`src/rtl/instruction_fetch_unit.sv`:
```
// Fetch stage: owns the PC, drives instruction memory, and fills the IF/ID register.
// A RUN/HALT/FAULT state machine handles halt words, out-of-range fetches and redirects.
module instruction_fetch_unit #(
  parameter int          MEM_BYTES = 60,
  parameter logic [15:0] HALT_WORD = 16'hEFFF
) (
  input  logic        clk,
  input  logic        reset,
  output logic [15:0] instrAddress,
  input  logic [15:0] instrData,
  input  logic        stall,
  input  logic        branchTaken,
  input  logic [15:0] branchTarget,
  output logic [15:0] ifidInstr,
  output logic [15:0] ifidPC,
  output logic [15:0] ifidPCPlus2,
  output logic        ifidValid,
  output logic        halted,
  output logic        addrFault,
  output logic [15:0] fetchCount
);

  typedef enum logic [1:0] {
    RUN   = 2'd0,
    HALT  = 2'd1,
    FAULT = 2'd2
  } state_t;

  localparam logic [15:0] MEM_LIMIT = 16'(MEM_BYTES);

  state_t      r_state;
  logic [15:0] r_pc_p0;
  logic [15:0] r_instr_p1;
  logic [15:0] r_pc_p1;
  logic [15:0] r_pc_plus2_p1;
  logic        r_vld_p1;
  logic        r_halted;
  logic        r_fault;
  logic [15:0] r_count;

  logic        w_in_range;
  logic        w_is_halt;
  logic [15:0] w_pc_next;

  function automatic logic [15:0] sat_inc(input logic [15:0] value);
    sat_inc = (value == 16'hFFFF) ? value : value + 16'd1;
  endfunction

  assign w_in_range = (r_pc_p0 < MEM_LIMIT);
  assign w_is_halt  = (instrData == HALT_WORD);
  assign w_pc_next  = r_pc_p0 + 16'd2;

  // Stage boundary: PC (p0) -> IF/ID register (p1)
  always_ff @(posedge clk) begin
    if (reset) begin
      r_state       <= RUN;
      r_pc_p0       <= 16'd0;
      r_instr_p1    <= 16'd0;
      r_pc_p1       <= 16'd0;
      r_pc_plus2_p1 <= 16'd0;
      r_vld_p1      <= 1'b0;
      r_halted      <= 1'b0;
      r_fault       <= 1'b0;
      r_count       <= 16'd0;
    end else if (branchTaken) begin
      // Halt/fault came from the wrong path, so a redirect clears them.
      r_pc_p0    <= {branchTarget[15:1], 1'b0};
      r_instr_p1 <= 16'd0;
      r_vld_p1   <= 1'b0;
      r_state    <= RUN;
      r_halted   <= 1'b0;
      r_fault    <= 1'b0;
    end else if (!stall) begin
      case (r_state)
        RUN: begin
          if (w_in_range) begin
            r_instr_p1    <= instrData;
            r_pc_p1       <= r_pc_p0;
            r_pc_plus2_p1 <= w_pc_next;
            r_vld_p1      <= 1'b1;
            r_count       <= sat_inc(r_count);
            if (w_is_halt) begin
              r_state  <= HALT;
              r_halted <= 1'b1;
            end else begin
              r_pc_p0 <= w_pc_next;
            end
          end else begin
            r_vld_p1 <= 1'b0;
            r_state  <= FAULT;
            r_fault  <= 1'b1;
          end
        end
        default: begin
          r_vld_p1 <= 1'b0;
        end
      endcase
    end
  end

  assign instrAddress = r_pc_p0;
  assign ifidInstr    = r_instr_p1;
  assign ifidPC       = r_pc_p1;
  assign ifidPCPlus2  = r_pc_plus2_p1;
  assign ifidValid    = r_vld_p1;
  assign halted       = r_halted;
  assign addrFault    = r_fault;
  assign fetchCount   = r_count;

endmodule

```
`config.mk`:
```
export PLATFORM = sky130hd
export DESIGN_NAME = instruction_fetch_unit
export DESIGN_NICKNAME = d
export VERILOG_FILES = /design/src/rtl/instruction_fetch_unit.sv
export SDC_FILE = /design/constraint.sdc
export NUM_CORES = 1
export LEC_CHECK = 0
export CORE_ASPECT_RATIO = 0.8
export CORE_MARGIN = 1
export CORE_UTILIZATION = 49
export CTS_BUF_LIST = sky130_fd_sc_hd__clkbuf_8
export DETAILED_ROUTE_END_ITERATION = 10
export PLACE_DENSITY = 0.87
export SLEW_MARGIN = 15
export SYNTH_ARGS = -nofsm -noshare
export SYNTH_HDL_FRONTEND = slang
export SYNTH_SLANG_ARGS = --single-unit
```
`constraint.sdc`:
```
create_clock -name clk -period 4.2 [get_ports clk]
set_input_delay 0.84 -clock clk [delete_from_list [all_inputs] [get_ports clk]]
set_output_delay 0.84 -clock clk [all_outputs]
set_load 0.005 [all_outputs]
```
Word level (Yosys, flattened, before mapping)

Cells that the tools add are included.

Register bits: 85

$add $sub $neg: 2
$lt $le $gt $ge: 1
Equality and inequality tests: 5
Multiplexer cells: 9
Bitwise gates (word level): 5
Reduce and logical (&&, ||, !) cells: 12

Operators by type and width:

| kind                                                                  | number |
|---|---|
| 16-bit 2-to-1 mux                                                     | 5 |
| 16-bit equality test, second input constant                           | 2 |
| 16-bit by 1-bit adder with 16-bit output, second input constant       | 1 |
| 16-bit by 2-bit adder with 16-bit output, second input constant       | 1 |
| 16-bit by 6-bit < comparator with 1-bit output, second input constant | 1 |
| 4-bit AND reduction                                                   | 4 |
| 3-bit AND reduction                                                   | 3 |
| 1-bit NOT                                                             | 5 |
| 5-bit AND reduction                                                   | 1 |
| 2-bit 2-to-1 mux                                                      | 2 |
| 2-bit by 1-bit != test with 1-bit output, second input constant       | 2 |
| 2-bit nonzero test                                                    | 2 |
| 2-bit logical NOT                                                     | 1 |
| 1-bit 2-to-1 mux                                                      | 2 |
| 2-bit != test, second input constant                                  | 1 |
| 2-bit OR reduction                                                    | 1 |

Depth between registers and ports, before layout

Word-level depth: 6
Gate-level depth with buffers: 9
Depth with buffers taken out: 6

Worst setup path after synthesis

OpenSTA, ideal clock, no wires.

Kind: input port to flip-flop
Start: input port stall
End: register r_count[15] (netlist: fetchCount[15])
Arrival time: 2.634 ns
Data required time: 4.130 ns
Path slack: 1.496 ns
Stages: 7
Buffers on the path: 2
Cell sequence: or3_1 -> buf_6 -> or2_1 -> or3_1 -> buf_2 -> or4_1 -> a21oi_1

Word-level cells in the longest chain between the ends: 2

RTL lines:

| element                              | RTL line | RTL |
|---|---|---|
| start, declared                      | 11       | `input logic stall,` |
| 1-bit NOT (no source line)           | n/a      |  |
| 5-bit AND reduction (no source line) | n/a      |  |
| end signal, assigned                 | 81       | `r_count <= sat_inc(r_count);` |
| end, declared                        | 39       | `logic [15:0] r_count;` |

Every way passes these cells.
A chain may end at the register's enable or synchronous reset.

Worst setup path after layout

Ends and elaborated chain as after synthesis.

==> run metrics <==
largest net degree at the start of global routing=32; Nets=~510; first-pass GRT wire length=about 13000 um; Relative slew margins=about two fifths; RR Startpoint=r_state[1]; PortBufs=about 110; die footprint=around 6900 um^2; Post-CTS Resized=0; Distinct cells, synth=38; critical path required time=~4500 ps; number of synthesized register bits=82; clk_skew=around 9.8 ps; Worst-Margin Slew=about 920 ps; clk slew on worst S/H paths=roughly 80 ps; post-synthesis cell count=360; Core Area=approximately 6100 um^2; worst hold path class=reg2reg; Final Cycle Share=between 70% and 80%; initial antenna violation count=0; CTS tree=yes; Setup-failing EPs final=0; crit path time final=between 3000 and 4000 ps; Yosys warning count=0; run status=finished clean; Cell Area, Synth=about 3200 um^2; gr usage total=23.4%; Synth top area share=around half; Max VDD drop=approximately 0.00028 V; # DRC=0; crit-path max FO=12; max-cap violations=0; Post-Syn Area per Cell=a little under 9 um^2; dpl hpwl=approximately 5500 um; CTS root buffer=clkbuf_8; CTS Buf Count=9; Power Total=roughly 1.6 mW; Ports=between 100 and 150; synthesis-to-finish area growth=43.5%; CTS H-Tree Depth=3; Crit Path Class=in2reg; Critical Path AT=about 3400 ps; Max Clk Rate=323 MHz; reg2reg end=fetchCount[15]; gr ovfl total=0; cts-stage hold buffer count=0; HP Start=ifidInstr[1]; RePlAce Congestion=about 0.8; clock sink total=between 80 and 90; 1st-iter DRT viols=120; Skew-Pair Late Insertion Delay=340 ps; hold path depth=2; CTS max path bufs=2; share of layout cells above drive strength 1=~7.0%; post-CTS setup buffers=0; routed length per instance=about 14 um; Die Wd=92.5 um; Worst Hold Path EP=ifidInstr[1]; via count=2859; ANT nets after route=0; diode count=0; Cell Pwr Density=about 340 nW/um^2; vias in the first global route=~2700; R2R depth=5; max-slew violation count=0; r2r setup slk=1700 ps; register area share after synthesis=around half; drt pass-1 iters=4; via/cell ratio=5.17; row cnt=25; synth top area cells=dfxtp_1 51%, a21oi_1 5.1%, nand2_1 5.1%; final hold vios=0; Die Span Y=approximately 74 um; Worst setup SP type=input port; Starting Density=between 50% and 60%; leading area contributor after synthesis=dfxtp_1; FILL cells=about 460; RSZ-0062 raised after global routing=no; Setup crit end kind=register; final WL=around 7900 um; setup TNS=0 ps; Core Util, Final=approximately three quarters; Pleak=between 1.5 and 2 nW; crit path launch=stall
synth_stat cells:
library cell	n
o21a_1	8
a211oi_1	4
nand3_1	12
a21oi_1	33
buf_1	3
or4b_1	1
nand4_1	10
mux2_2	7
xor2_1	6
nand2_1	44
o41ai_1	1
clkbuf_1	16
and3_1	2
conb_1	1
or2_2	4
nor3_1	5
xnor2_1	4
nor4b_1	2
or2_1	1
or4_1	1
mux2i_1	12
or3b_2	1
and2_1	21
buf_2	2
buf_4	3
o21ai_0	9
ha_1	2
or3_1	6
nor2_1	33
o211ai_1	1
o31ai_1	1
nand4b_1	1
nor2b_1	7
nor4_1	7
buf_6	1
dfxtp_1	82
inv_1	5
nand3b_1	1
cell families after synthesis:
kind of cell / Yosys count / synth area share [%]
fa+ha+maj: 2 / 0.779
other cells: 1 / 0.117
xor+xnor: 10 / 2.73
compound gates: 57 / 10.1
buf+inv: 30 / 4.17
mux: 19 / 6.19
flops: 82 / 51.1
simple gates: 159 / 24.8
report_power, final:
part           leakage, nW  internal, mW  switching, mW
logic                0.886        0.0790         0.0663
registers            0.664         0.793         0.0162
clock network        0.121         0.365          0.270
total                 1.67          1.24          0.353
metrics by stage:
| step | hold WS, ps | setup WS, ps | instance area, um^2 | std cells |
|---|---|---|---|---|
| 2_1_floorplan | 432 | 1500 | 3220 | 362 |
| 3_3_place_gp | 438 | 834 | 4380 | 537 |
| 3_5_place_dp | 443 | 792 | 4380 | 537 |
| 4_1_cts | 460 | 1150 | 4610 | 553 |
| 5_1_grt | 477 | 992 | 4610 | 553 |
| 6_report | 456 | 1110 | 4610 | 553 |
placed cells by master, fill, tap and decap left out, drive strengths merged, types with 2 or more instances in the layout:
master,instances
bufinv,2
buf,6
nor2,33
and2,21
a21oi,33
clkinv,2
or3,6
inv,6
a211oi,4
or2,5
and3,2
ha,2
nor2b,7
nand2,44
nand4,10
mux2i,12
dfxtp,82
xnor2,4
xor2,6
o21a,8
mux2,7
nor4b,2
o21ai,9
clkdlybuf4s50,113
nand3,12
nor3,5
conb,3
nor4,7
clkbuf,11
how the worst max path moves through the flow:
| stage | end | slack (ps) | cells after the start |
|---|---|---|---|
| 2_1_floorplan | fetchCount[15] | 1500 | 7 |
| 3_3_place_gp | fetchCount[15] | 830 | 6 |
| 3_5_place_dp | fetchCount[15] | 790 | 6 |
| 4_1_cts | fetchCount[15] | 1150 | 6 |
| 5_1_grt | fetchCount[10] | 990 | 6 |
| 6_report | fetchCount[15] | 1110 | 6 |
metal layers:
| layer | GRT usage (%) | up-vias | part of all wire, % |
|---|---|---|---|
| li1 | - | 1434 | - |
| met2 | 37.4 | 106 | 47 |
| met5 | 0 | - | 0 |
| met1 | 30.0 | 1313 | 45 |
| met3 | 8.18 | 6 | 7.6 |
| met4 | 7.12 | 0 | 0.86 |
area by class of cell:
| type | instances | area (um^2) | area share [%] |
|---|---|---|---|
| flip-flops and latches | 82 | 1640 | 35.6 |
| well taps | 81 | 101 | 2.20 |
| repair buffers | 119 | 1170 | 25.5 |
| clock buffers | 11 | 151 | 3.29 |
| multi-input cells | 250 | 1440 | 31.3 |
| clock inverters | 5 | 77.6 | 1.68 |
| inverters | 5 | 18.8 | 0.407 |
registers in the layout (all words and copies together), names as in the netlist:
name and cells:
addrFault 1, fetchCount 16, halted 1, ifidInstr 16
ifidPC 15, ifidPCPlus2 15, ifidValid 1, instrAddress 15
r_state 2
worst max-delay path, stage by stage:
cell and delay (ps):
clkdlybuf4s50_1 420, or3_1 500, or2_1 410, or3_1 500
or4_1 550, a21oi_1 150
No activity file was read; power rests on OpenSTA's default activity.
